### config.mk
export PLATFORM = sky130hd
export DESIGN_NAME = mysystem_note_player
export DESIGN_NICKNAME = d
export VERILOG_FILES = /design/src/rtl/mysystem_note_pkg.sv /design/src/rtl/mysystem_note_tone.sv /design/src/rtl/mysystem_note_player.sv
export SDC_FILE = /design/constraint.sdc
export NUM_CORES = 1
export LEC_CHECK = 0
export ABC_AREA = 1
export BUFFER_PORTS_ARGS = -buffer_cell sky130_fd_sc_hd__buf_2
export CAP_MARGIN = 20
export CORE_MARGIN = 1.5
export CORE_UTILIZATION = 40
export CTS_CLUSTER_DIAMETER = 200
export DETAILED_ROUTE_END_ITERATION = 8
export GPL_TIMING_DRIVEN = 1
export SYNTH_ARGS = -nofsm -noshare
export SYNTH_HDL_FRONTEND = slang
export SYNTH_SLANG_ARGS = --single-unit
### constraint.sdc
create_clock -name clk -period 4 [get_ports clk]
set_input_delay 0.2 -clock clk [delete_from_list [all_inputs] [get_ports clk]]
set_output_delay 0.2 -clock clk [all_outputs]
set_load 0.02 [all_outputs]
### src/rtl/mysystem_note_pkg.sv
// Shared definitions for the note player.
// Holds the playback FSM state encoding, the bit positions of the two fields
// in a 32-bit note word, and the default number of valid RAM words.
package mysystem_note_pkg;

  typedef enum logic [1:0] {
    IDLE  = 2'd0,
    FETCH = 2'd1,
    LATCH = 2'd2,
    PLAY  = 2'd3
  } state_t;

  // Note word: [31:16] half period in clk cycles (0 = rest),
  //            [15:0]  duration in ticks (0 = end of song)
  localparam int HP_MSB  = 31;
  localparam int HP_LSB  = 16;
  localparam int DUR_MSB = 15;
  localparam int DUR_LSB = 0;

  localparam int DEFAULT_RAM_DEPTH = 3250;

endpackage

### src/rtl/mysystem_note_tone.sv
// Square-wave generator: a half-period divider driving a toggle flop.
// Ports:
//   clk, reset_n  - clock and asynchronous active-low reset
//   enable        - advance the divider this cycle
//   clear         - synchronously return divider and output to 0
//   half_period   - cycles between output toggles (must be nonzero when enabled)
//   tone          - square-wave output, starts low after clear
module mysystem_note_tone (
  input  logic        clk,
  input  logic        reset_n,
  input  logic        enable,
  input  logic        clear,
  input  logic [15:0] half_period,
  output logic        tone
);

  logic [15:0] cnt;

  // The output flips after every half_period enabled cycles, so the first
  // toggle happens half_period cycles after the clear.
  always_ff @(posedge clk or negedge reset_n) begin
    if (!reset_n) begin
      cnt  <= 16'd0;
      tone <= 1'b0;
    end else if (clear) begin
      cnt  <= 16'd0;
      tone <= 1'b0;
    end else if (enable) begin
      if (cnt == half_period - 16'd1) begin
        cnt  <= 16'd0;
        tone <= ~tone;
      end else begin
        cnt <= cnt + 16'd1;
      end
    end
  end

endmodule

### src/rtl/mysystem_note_player.sv
// Plays a song stored as 32-bit note words in a read-latency-1 RAM.
// Ports:
//   clk, reset_n      - clock and asynchronous active-low reset
//   start, stop       - one-cycle playback request / abort (stop wins)
//   base_addr         - word address of the first note, sampled on start
//   note_count        - number of notes to play, sampled on start
//   ram_address       - word address to the note RAM (valid in FETCH)
//   ram_chipselect    - read strobe to the note RAM
//   ram_readdata      - RAM data, valid the cycle after the strobe
//   buzzer            - square-wave tone output
//   busy              - high whenever not IDLE
//   done              - one-cycle pulse on normal completion
//   addr_err          - sticky out-of-range fetch flag, cleared by start
//   note_index        - index of the note being fetched or played
module mysystem_note_player
  import mysystem_note_pkg::*;
#(
  parameter int TICK_CYCLES = 50000,
  parameter int RAM_DEPTH   = DEFAULT_RAM_DEPTH
) (
  input  logic        clk,
  input  logic        reset_n,
  input  logic        start,
  input  logic        stop,
  input  logic [11:0] base_addr,
  input  logic [11:0] note_count,
  output logic [11:0] ram_address,
  output logic        ram_chipselect,
  input  logic [31:0] ram_readdata,
  output logic        buzzer,
  output logic        busy,
  output logic        done,
  output logic        addr_err,
  output logic [11:0] note_index
);

  localparam int TW = (TICK_CYCLES > 1) ? $clog2(TICK_CYCLES) : 1;

  state_t      state, state_next;
  logic [11:0] base_q, count_q, index_q;
  logic [15:0] half_period_q, duration_q;
  logic [TW-1:0] tick_cnt;
  logic [15:0] tick_num;
  logic        done_q, addr_err_q;
  logic        tone;

  logic [11:0] fetch_addr;
  logic        fetch_ok;
  logic        tick_last;
  logic        play_last;
  logic        last_note;
  logic [15:0] rd_duration;

  // The address wraps at 4096 before the range check, so a wrapped address
  // below RAM_DEPTH is still a legal fetch.
  assign fetch_addr  = base_q + index_q;
  assign fetch_ok    = {20'd0, fetch_addr} < $unsigned(RAM_DEPTH);
  assign tick_last   = (tick_cnt == TW'(TICK_CYCLES - 1));
  assign play_last   = tick_last && (tick_num == duration_q - 16'd1);
  assign last_note   = (index_q + 12'd1 == count_q);
  assign rd_duration = ram_readdata[DUR_MSB:DUR_LSB];

  always_ff @(posedge clk or negedge reset_n) begin
    if (!reset_n) state <= IDLE;
    else          state <= state_next;
  end

  always_comb begin
    state_next = state;
    if (stop) begin
      state_next = IDLE;
    end else begin
      case (state)
        IDLE:  if (start && note_count != 12'd0) state_next = FETCH;
        FETCH: state_next = fetch_ok ? LATCH : IDLE;
        LATCH: state_next = (rd_duration == 16'd0) ? IDLE : PLAY;
        PLAY:  if (play_last) state_next = last_note ? IDLE : FETCH;
        default: state_next = IDLE;
      endcase
    end
  end

  // Datapath: everything here is frozen while stop is asserted so an abort
  // never produces a done pulse or a spurious address error.
  always_ff @(posedge clk or negedge reset_n) begin
    if (!reset_n) begin
      base_q        <= 12'd0;
      count_q       <= 12'd0;
      index_q       <= 12'd0;
      half_period_q <= 16'd0;
      duration_q    <= 16'd0;
      tick_cnt      <= '0;
      tick_num      <= 16'd0;
      done_q        <= 1'b0;
      addr_err_q    <= 1'b0;
    end else begin
      done_q <= 1'b0;
      if (!stop) begin
        case (state)
          IDLE: begin
            if (start) begin
              base_q     <= base_addr;
              count_q    <= note_count;
              index_q    <= 12'd0;
              addr_err_q <= 1'b0;
              if (note_count == 12'd0) done_q <= 1'b1;
            end
          end
          FETCH: begin
            if (!fetch_ok) addr_err_q <= 1'b1;
          end
          LATCH: begin
            half_period_q <= ram_readdata[HP_MSB:HP_LSB];
            duration_q    <= rd_duration;
            tick_cnt      <= '0;
            tick_num      <= 16'd0;
            if (rd_duration == 16'd0) done_q <= 1'b1;
          end
          PLAY: begin
            if (tick_last) begin
              tick_cnt <= '0;
              tick_num <= tick_num + 16'd1;
            end else begin
              tick_cnt <= tick_cnt + 1'b1;
            end
            if (play_last) begin
              index_q <= index_q + 12'd1;
              if (last_note) done_q <= 1'b1;
            end
          end
          default: ;
        endcase
      end
    end
  end

  // The tone generator is held cleared outside PLAY so every note starts low;
  // a rest simply never enables it.
  mysystem_note_tone u_tone (
    .clk         (clk),
    .reset_n     (reset_n),
    .enable      (state == PLAY && half_period_q != 16'd0),
    .clear       (state != PLAY),
    .half_period (half_period_q),
    .tone        (tone)
  );

  assign buzzer         = tone && (state == PLAY);
  assign busy           = (state != IDLE);
  assign ram_chipselect = (state == FETCH) && fetch_ok;
  assign ram_address    = (state == FETCH) ? fetch_addr : 12'd0;
  assign done           = done_q;
  assign addr_err       = addr_err_q;
  assign note_index     = index_q;

endmodule

Word-level counts from Yosys, hierarchy flattened. Index checks and enable logic that the tools add are counted.

Bitwise logic cells: 2. Equal/unequal tests: 14. Reduce and logical (&&, ||, !) cells: 24. Add/subtract/negate cells: 7. Magnitude comparators: 1. Muxes and demuxes: 31.

Operators with widths (count): two-way mux 16 bit (5); case mux 16 bit (2 select lines) (2); adder 16 x 1 -> 16 bit, second input constant (3); two-way mux 12 bit (3); == test 16 bit (2); subtractor 16 x 1 -> 16 bit, second input constant (2); case mux 12 bit (2 select lines) (1); == test 16 bit, second input constant (1); logical NOT 16 bit (1); nonzero test 16 bit (1); adder 12 x 1 -> 12 bit, second input constant (1); adder 12 bit (1); == test 12 bit (1); logical NOT 12 bit (1); less-than comparator 12 bit, second input constant (1); two-way mux 1 bit (12); nonzero test 12 bit (1); nonzero test 2 bit (6); two-way mux 2 bit (5); != test 2 bit, second input constant (5); case mux 2 bit (4 select lines) (1); AND reduction 2 bit (4); AND reduction 4 bit (2); != test 3 bit, second input constant (2); 8 further kinds (15).

Flip-flop bits (word level): 121. Bits of input ports: 60.

Logic depth before layout (Yosys ltp). Gate-level depths: netlist of the first run.

Depth after elaboration: 6. Depth in mapped cells: 18. Mapped depth without buffers: 18.

Cells and area by module. From an unflattened synthesis of the first run, not the netlist that was laid out.

Cells, all modules: 1225. Area, all modules: 8490.6 sq um.

By module, submodules not included: mysystem_note_player (cells each 946, instances 1, area each 6693.9 sq um); mysystem_note_tone (cells each 279, instances 1, area each 1796.7 sq um).

Worst setup path after synthesis of the first run. Ideal clock, no wire load.

Path type: reg-to-output. Start: reg index_q[0], in the netlist note_index[0]. End: out ram_chipselect. Stages on the path, launching flop included: 17. Slack: 1.642 ns. Arrival: 2.158 ns. Cells stage by stage: dfrtp_1 -> ha_1 -> inv_1 -> fa_1 -> inv_1 -> nand3_1 -> nand2_1 -> nand2_1 -> nand2_1 -> nand3_1 -> nand2_1 -> nand2_1 -> nand2_1 -> nand3_1 -> nand2_1 -> nand2_1 -> inv_1.

Word-level cells in the longest chain between the ends: 3.

RTL lines: from (decl) (line mysystem_note_player.sv:40) `logic [11:0] base_q, count_q, index_q;`; from (signal assigned) (line mysystem_note_player.sv:127) `index_q <= index_q + 12'd1;`; adder 12 bit (line mysystem_note_player.sv:56) `assign fetch_addr = base_q + index_q;`; less-than comparator 12 bit (line mysystem_note_player.sv:57) `assign fetch_ok = {20'd0, fetch_addr} < $unsigned(RAM_DEPTH);`; logical AND 1 bit (line mysystem_note_player.sv:150) `assign ram_chipselect = (state == FETCH) && fetch_ok;`; to (decl) (line mysystem_note_player.sv:28) `output logic ram_chipselect,`.

No other way between the ends.

Worst setup path after layout of the first run. Ends and elaborated chain as after synthesis.

==> metrics.md, run 1 <==
| Metric | Value |
|---|---|
| Status | complete, no violations |
| CTS tree | yes |
| WP data required | about 3800 ps |
| RePlAce Congestion | approximately 0.90 |
| Mapped cell area | 8320 um^2 |
| Setup crit end kind | output port |
| Hold buffer count at CTS | 20 |
| Combinational family with the most area after synthesis | simple AND/OR/NAND/NOR gates |
| Number of I/O port buffers | 88 |
| GRT overflow | 0 |
| Sequential area share after synthesis | between 30% and 40% |
| Post-cts gate resize count | 0 |
| CTS max path bufs | 2 |
| CTS Root Cell | clkbuf_16 |
| DIE AREA | around 22000 um^2 |
| Filler cells | 2096 |
| Initial core utilization | 41.0% |
| Kind of critical path | reg -> out |
| Synth Area in Simple Gates | between 30% and 40% |
| Inst Count DP | 1548 |
| Synth Area in Adders | under 10% |
| Initial antenna violation count | 0 |
| RSZ-0062 raised after global routing | no |
| Vias | roughly 8000 |
| Htree depth | 4 |
| Final period utilization | between 70% and 80% |
| Total routed wirelength | 21900 um |
| Setup TNS Final | 0 ps |
| Crit path top cell by count | nand2_1 |
| # diodes | 0 |
| Pwr Density | between 600 and 700 nW/um^2 |
| P&R area growth vs syn | 17.8% |
| Nets | 1397 |
| Worst-Skew Late Latency | 420 ps |
| Post-CTS setup buffer count | 0 |
| Global-route wire length before repair | approximately 37000 um |
| Mux contribution to synthesized area | 0.120% |
| Remaining DRCs | 0 |
| Rel. slew slack | 33.4% |
| R2R Setup Slk | between 1000 and 1500 ps |
| Routed Antenna Nets | 0 |
| Hold Fails Final Rpt | 0 |
| GRT Total Usage | 21.2% |
| Final worst slack | around 940 ps |
| Worst VDD drop | 0.294 mV |
| Worst-Margin Slew | around 990 ps |
| Die H | between 100 and 150 um |
| TritonCTS Buffers | 17 |
| Tmin final | roughly 3100 ps |
| Cell row count | 52 |
| Ys Warns | 0 |
| Max-cap violation count | 0 |
| Pre-CTS setup slack | 1370 ps |
| Clock Skew | ~8.6 ps |
| CP Cell Sequence | ha_1, inv_1, fa_1, inv_1, nand3_1, nand2_1, nand2_1, nand2_1, nand3_1, nand2_1, nand2_1, nand2_1, nand3_1, nand2_1, nand2_1, inv_1, buf_2 |
| # setup viols final | 0 |
| Post-Layout Cell Count | roughly 1600 |
| Cells after Synth | 1215 |
| F_max | about 330 MHz |
| # IOs | 89 |
| CP Launch Type | flip-flop |
| Final Max Tran Viols | 0 |
| Routed len/inst | about 14 um |
| Post-DP HPWL | about 17000 um |
| CP max-delay cell | dfrtp_1 |
| Drt first pass iters | 5 |
| Die X | about 150 um |
| Core area | 20300 um^2 |
| Hold Path Class | in -> reg |
| Max stage delay on crit path | a little under 500 ps |
| CTS Sinks | approximately 120 |
| Clk slew on worst S/H paths | about 60 ps |
| Largest net degree at the start of global routing | around 120 |
| Worst path arrival time | roughly 2900 ps |
| Leak | just under 5 nW |
| Post-synthesis xor/xnor area fraction | approximately 7.5% |
| Avg Cell Area, Syn | 6.85 um^2 |
| Mapped Nets | 1294 |
| Netlist cell types | 43 |
| Synth Area in Compound Gates | between 6 and 7% |
| Layout cells sized above 1 | 11.6% |
| 1st-iter DRT viols | just under 500 |
| Vias in the first global route | between 7000 and 8000 |
| Drt via density | 4.97 |
| FF+latch count, synth | between 100 and 150 |
| Crit Path Max Fanout | 8 |
## cell usage in the layout (no fill, tap or decap), drive strengths merged, types with 21 or more instances in the layout
master	synthesis	routed
buf	7	94
xor2	44	44
nor3	32	32
nand3	94	94
dfrtp	121	121
inv	148	149
o21ai	50	50
nor2	137	137
nand2	386	386
nand4	34	34
a21oi	38	38
dlygate4sd3	0	21
xnor2	25	25
## layer usage
metal  vias up  global-route usage [%]  wire [um]
li1       4091                       -          -
met1      3665                    28.5      10600
met2       178                    35.7      10400
met3        19                    3.51        756
met4         0                    5.35        247
met5         -                       0          0
## power breakdown
part	internal, W	switching [W]
logic	0.000877	0.00157
clock network	0.000914	0.000571
registers	0.00159	0.000415
total	0.00338	0.00256
## path summary, 6_finish.rpt
| check | startpoint | to | cells past startpoint |
|---|---|---|---|
| max in group asynchronous | reset_n | note_index[5] | 3 |
| max reg2reg | tick_cnt[0] | tick_num[7] | 14 |
| min reg2reg | base_q[6] | base_q[6] | 2 |
| max | note_index[0] | ram_chipselect | 17 |
| min | base_addr[6] | base_q[6] | 3 |
| min in group asynchronous | reset_n | duration_q[2] | 3 |
## logic make-up (layout without fill, tap and decap cells)
| family | after synthesis | count (layout) |
|---|---|---|
| and+or+nand+nor | 718 | 718 |
| buffers and inverters | 180 | 296 |
| DFF | 121 | 121 |
| AOI/OAI and AO/OA | 106 | 106 |
| xor gates and xnor gates | 70 | 70 |
| adders and majority gates | 19 | 19 |
| muxes | 1 | 1 |
## stage by stage
step | hold WS (ps) | total power [W] | instance area (um^2) | utilization (%)
3_3_place_gp | 358 | 0.00442 | 9030 | 44.5
5_1_grt | 4.98 | 0.00645 | 9810 | 48.3
3_5_place_dp | 355 | 0.00445 | 9030 | 44.5
4_1_cts | 0.425 | 0.00597 | 9800 | 48.3
6_report | 7.42 | 0.00594 | 9810 | 48.3
2_1_floorplan | -95.6 | 0.00382 | 8320 | -
## flip-flops by register name (all words and copies together) (netlist names)
signal         flops
addr_err           1
done               1
duration_q        16
u_tone.cnt        16
state              2
tick_num          16
note_index        12
count_q           12
u_tone.tone        1
half_period_q     16
tick_cnt          16
base_q            12
## critical path: cells and delay by family (launching register included)
| kind | cells | cell delay [ps] |
|---|---|---|
| AND/OR/NAND/NOR | 11 | 940 |
| buffers and inverters | 4 | 360 |
| flip-flops | 1 | 490 |
| adder cells (fa/ha/maj) | 2 | 640 |
## layout make-up
type | count | area [um^2] | share of cell area (%)
Clock inverter | 12 | 126 | 1.29
Inverter | 149 | 559 | 5.70
Timing Repair Buffer | 115 | 711 | 7.25
Tap cell | 270 | 338 | 3.45
Sequential cell | 121 | 3030 | 30.9
Clock buffer | 20 | 437 | 4.45
Multi-Input combinational cell | 914 | 4610 | 47.0
## Yosys cell counts, drive strengths merged
cell type,n,share of area [%]
a21boi,2,0.18
a21o,1,0.090
a21oi,38,2.3
a22o,1,0.11
a31oi,5,0.38
and2,1,0.075
and3,2,0.15
buf,7,0.57
clkbuf,24,1.1
clkinv,1,0.045
dfrtp,121,36
fa,1,0.24
ha,18,2.7
inv,148,6.7
mux2i,1,0.12
nand2,386,18
nand3,94,5.7
nand3b,15,1.4
nand4,34,2.6
nor2,137,6.9
nor3,32,2.1
nor3b,3,0.27
nor4,10,0.75
o21a,1,0.090
o21ai,50,3.0
o21bai,1,0.090
o22ai,1,0.075
o31ai,6,0.54
or2,4,0.30
xnor2,25,2.6
xnor3,1,0.27
xor2,44,4.6
Power figures use the tool's default switching activity.
==> inputs of run 2 (changes only) <==
- clock period: 4 -> 2.78 ns (I/O delays scaled with it)
==> run 2 against run 1 <==
Compared with the run above: power increased by 51%; combinational power is 52% higher; sequential share of layout area shrank 1.8 points; utilization rose by 3.1 points; count of clock-buffer cells in the layout is 1 lower; via count is 3.1% higher; clock skew increased by 3.5 ps; register-to-register slack worse by 1100 ps; die area did not move; worst hold slack gained 22 ps; critical path type unchanged.
==> metrics.md, run 2 (synthesis results as in run 1) <==
| Metric | Value |
|---|---|
| Status | complete, no violations |
| Met3 routed WL | 922 um |
| # diodes | 0 |
| Cell row count | between 50 and 60 |
| Kind of critical path | reg -> out |
| Final worst slack | approximately 130 ps |
| CP Cell Sequence | ha_2, inv_2, fa_2, buf_4, xnor2_1, nor2_1, nand3_1, nand3_1, nand2_1, nand2_1, nand3_2, nand2_2, nand2_2, inv_2, buf_6 |
| P&R area growth vs syn | 25.4% |
| WP data required | ~2600 ps |
| CTS Sinks | about 120 |
| Clk slew on worst S/H paths | around 60 ps |
| GRT Total Usage | between 20 and 25% |
| Initial core utilization | slightly above 40% |
| Setup crit end kind | output port |
| Hold Fails Final Rpt | 0 |
| CTS max path bufs | 2 |
| Routed Antenna Nets | 0 |
| Final Max Tran Viols | 0 |
| Largest net degree at the start of global routing | 57 |
| Final total power | ~0.0090 W |
| Top routing layer in use | met4 |
| Core area | ~20000 um^2 |
| CP max-delay cell | fa_2 |
| Rel. slew slack | 56.5% |
| Hold Path Class | in -> reg |
| Vias | between 8000 and 9000 |
| Drt via density | 4.96 |
| Pre-CTS setup slack | slightly above 300 ps |
| Max-cap violation count | 0 |
| Inst Count DP | ~1600 |
| Remaining DRCs | 0 |
| Number of I/O port buffers | 88 |
| Layout cells sized above 1 | roughly 14% |
| M1 WL | around 11000 um |
| Pwr Density | approximately 860 nW/um^2 |
| Final core utilization | 51.4% |
| Most common cell after layout, fill and taps aside | nand2_1 |
| Worst-Margin Slew | between 600 and 700 ps |
| Htree depth | 4 |
| Most frequent cells in the layout | nand2_1, inv_1, nor2_1 |
| Final period utilization | 95.4% |
| Drt first pass iters | 5 |
| Leak | 5.16 nW |
| Clock Skew | 12.1 ps |
| Die X | 147 um |
| # IOs | 89 |
| F_max | approximately 380 MHz |
| Worst VDD drop | about 0.37 mV |
| Worst path arrival time | between 2000 and 3000 ps |
| Setup TNS Final | 0 ps |
| CP Launch Type | flip-flop |
| 1st-iter DRT viols | between 400 and 500 |
| RePlAce Congestion | between 0.9 and 1 |
| Global-route wire length before repair | about 38000 um |
| CTS Root Cell | clkbuf_16 |
| GRT overflow | 0 |
| Die H | 147 um |
| Post-Layout Cell Count | between 1500 and 2000 |
| # setup viols final | 0 |
| Total routed wirelength | approximately 23000 um |
| Post-DP HPWL | 17300 um |
| Worst-Skew Late Latency | 420 ps |
| Tmin final | between 2000 and 3000 ps |
| CTS tree | yes |
| Crit Path Max Fanout | 2 |
| Initial antenna violation count | 0 |
| Met2 wire len | roughly 11000 um |
| Routed len/inst | 14.1 um |
| Nets | between 1000 and 1500 |
| Vias in the first global route | 7860 |
| DIE AREA | 21700 um^2 |
| TritonCTS Buffers | 17 |
| Max stage delay on crit path | just under 400 ps |
run 2: changes by cell type in the layout (fill, tap and decap cells not counted), sizes merged:
| cell | previous run | this run |
|---|---|---|
| buf | 94 | 111 |
| clkinvlp | 2 | 1 |
| inv | 149 | 151 |
| dlygate4sd3 | 21 | 55 |
| bufinv | 2 | 3 |
| clkbuf | 20 | 19 |
| clkinv | 8 | 7 |
run 2: routing by layer:
metal / vias to the layer above / GRT usage, %
met3: 39 / 3.91
met1: 3797 / 29.6
li1: 4206 / -
met4: 0 / 6.80
met5: - / 0
met2: 154 / 36.5
run 2: path summary, 6_finish.rpt:
kind	from	slack (ps)	endpoint	cells past startpoint
hold / removal	ram_readdata[15]	30	duration_q[15]	3
min in group asynchronous	reset_n	310	duration_q[4]	2
setup / recovery	note_index[0]	130	ram_chipselect	15
setup reg to reg	duration_q[0]	270	note_index[7]	15
max in group asynchronous	reset_n	1800	note_index[1]	3
hold reg to reg	base_q[7]	470	base_q[7]	2
run 2: timing repair:
action,in CTS,in global routing
resized for setup,3,20
hold buffers,55,0
setup buffers,1,3
pin swaps,0,7
endpoints found under the hold margin,97,0
endpoints found under the setup margin,1,1
run 2: critical path: cells and delay by family, from the launching register on:
| family | cells | cell delay, ps |
|---|---|---|
| simple gates | 8 | 660 |
| fa+ha+maj | 2 | 580 |
| flops | 1 | 370 |
| buf+inv | 4 | 340 |
| xor+xnor | 1 | 120 |
run 2: cell type report:
type,instances,area [um^2]
multi-input combinational,914,4690
fill,2060,9860
inverter,149,559
sequential,121,3030
clock buffer,19,453
clock inverter,13,165
tap,270,338
timing repair buffer,166,1200
run 2: power by group:
group | total, W | switching [W] | internal (W) | leakage, nW
combinational | 0.00372 | 0.00233 | 0.00138 | 3.27
sequential | 0.00290 | 0.000613 | 0.00229 | 1.59
clock | 0.00233 | 0.000864 | 0.00146 | 0.304
total | 0.00895 | 0.00381 | 0.00514 | 5.16
run 2: stage by stage:
stage / instance area, um^2 / hold slack [ps]
5_1_grt: 10400 / 35.9
3_5_place_dp: 9140 / 211
6_report: 10400 / 29.5
3_3_place_gp: 9140 / 197
2_1_floorplan: 8320 / -157
4_1_cts: 10300 / 4.75
==> inputs of run 3 (changes only) <==
- CORE_ASPECT_RATIO: default -> 0.8
==> run 3 against run 2 <==
Compared with the run above: worst setup slack lost 34 ps; critical path depth down 3; sequential share of layout area increased by 0.14 points; final area shrank 0.44%; clock skew fell by 2.5 ps; critical path type unchanged; largest cell class unchanged; highest routed layer unchanged.
==> metrics.md, run 3 (synthesis results as in run 1) <==
| Metric | Value |
|---|---|
| Status | complete, no violations |
| Total routed wirelength | roughly 24000 um |
| Drt via density | between 5 and 6 |
| Most common cell after layout, fill and taps aside | nand2_1 |
| Worst-Margin Slew | 800 ps |
| TritonCTS Buffers | 17 |
| Multi-input combinational cell area | ~4700 um^2 |
| Die H | between 100 and 150 um |
| Post-DP HPWL | around 18000 um |
| # IOs | between 80 and 90 |
| Crit Path Max Fanout | 5 |
| Initial antenna violation count | 0 |
| Clock Power Share | between 20% and 30% |
| Layout cells sized above 1 | 14.4% |
| Max stage delay on crit path | 440 ps |
| Cell row count | 46 |
| Largest net degree at the start of global routing | 59 |
| Crit path top cell by count | nand2_1 |
| Tmin final | 2690 ps |
| Post-Layout Cell Count | approximately 1600 |
| Max-cap violation count | 0 |
| Remaining DRCs | 0 |
| Switch share | 42.9% |
| Pwr Density | around 860 nW/um^2 |
| Clock Skew | ~9.7 ps |
| F_max | about 370 MHz |
| CP Cell Sequence | ha_2, nand2_1, or2_2, nand3_2, nand2_1, nand3b_1, nand2_1, nor2_2, nand2_4, nand2_4, inv_2, buf_6 |
| Filler cells | a little under 2000 |
| Setup TNS Final | 0 ps |
| Net switching power figure | 0.00383 W |
| Drt first pass iters | 5 |
| RSZ-0062 raised after global routing | yes |
| Vias in the first global route | 7921 |
| CTS Sinks | 121 |
| Final period utilization | a little over nine tenths |
| Nets | 1443 |
| CTS max path bufs | 2 |
| P&R area growth vs syn | 24.8% |
| Clk slew on worst S/H paths | around 60 ps |
| Worst-Skew Late Latency | 420 ps |
| DIE AREA | ~22000 um^2 |
| Vias | 8212 |
| RePlAce Congestion | slightly above 0.9 |
| Final Max Tran Viols | 0 |
| Gate power share | a little over two fifths |
| # diodes | 0 |
| CTS tree | yes |
| Hold Path Class | in -> reg |
| Rel. slew slack | 46.2% |
| # setup viols final | 0 |
| Core area | between 20000 and 25000 um^2 |
| Worst path arrival time | 2550 ps |
| CP Launch Type | flip-flop |
| Routed len/inst | 14.6 um |
| Setup crit end kind | output port |
| GRT Total Usage | a little under a quarter |
| Die X | between 150 and 200 um |
| CTS Root Cell | clkbuf_16 |
| GRT overflow | 0 |
| Flop pwr share | 32.5% |
| Storage cell area | 3030 um^2 |
| Kind of critical path | reg -> out |
| Global-route wire length before repair | 40000 um |
| Most frequent cells in the layout | nand2_1, inv_1, nor2_1 |
| Inst Count DP | 1554 |
| Hold WS | 21.2 ps |
| Htree depth | 4 |
| Leak | 5.12 nW |
| Internal cell power | roughly 0.0051 W |
| Initial core utilization | 41.4% |
| 1st-iter DRT viols | approximately 570 |
| CP max-delay cell | dfrtp_1 |
| Number of I/O port buffers | 88 |
| Hold Fails Final Rpt | 0 |
| Worst VDD drop | 0.431 mV |
| Routed Antenna Nets | 0 |
| WP data required | 2640 ps |
## run 3: power by group through the flow
stage / clock (W) / sequential, W / combinational (W)
floorplan: 0 / 0.00271 / 0.00278
global placement: 0 / 0.00290 / 0.00354
detailed placement: 0 / 0.00291 / 0.00357
CTS: 0.00230 / 0.00289 / 0.00368
global route: 0.00238 / 0.00299 / 0.00430
finish: 0.00225 / 0.00290 / 0.00378
## run 3: metrics by stage
step	area, um^2	worst slack, ps	util, %	total power, W
2_1_floorplan	8320	483	-	0.00549
3_3_place_gp	9100	357	45.3	0.00644
3_5_place_dp	9100	330	45.3	0.00648
4_1_cts	10300	11.4	51.2	0.00887
5_1_grt	10400	-101	51.7	0.00966
6_report	10400	93.5	51.7	0.00893
## run 3: cell type report
class / count / area share (%)
well taps: 264 / 3.18
clock inverters: 12 / 1.46
flip-flops and latches: 121 / 29.2
clock buffers: 19 / 4.26
inverters: 149 / 5.38
multi-input cells: 914 / 45.6
repair buffers: 161 / 10.9
## run 3: worst max-delay path, delay by kind of cell (launching register included)
kind,cells,cell delay [ps]
buf+inv,2,160
flops,1,440
fa+ha+maj,1,430
simple gates,9,1100
## run 3: metal layers
layer	wire [um]	GRT usage (%)	up-vias
met5	0	0	-
met4	446	7.02	0
met3	1140	4.28	34
met2	10500	35.3	196
met1	11800	33.3	3790
li1	-	-	4192
## run 3: path summary, 6_finish.rpt
check	from	end	slack [ps]	cells after the start
worst max-delay path	note_index[6]	ram_chipselect	90	12
worst min-delay path	note_count[11]	count_q[11]	20	3
worst max register to register	duration_q[0]	note_index[10]	310	13
worst min register to register	base_q[8]	base_q[8]	480	2
max in group asynchronous	reset_n	tick_cnt[14]	1580	3
min in group asynchronous	reset_n	duration_q[7]	340	2
## run 3: repair_timing
item                       CTS  global route
resized for setup            8            28
pin swaps                    0             7
hold buffers                54             0
buffers inserted             0             1
hold endpoints to repair   107             0
setup endpoints to repair    1             1
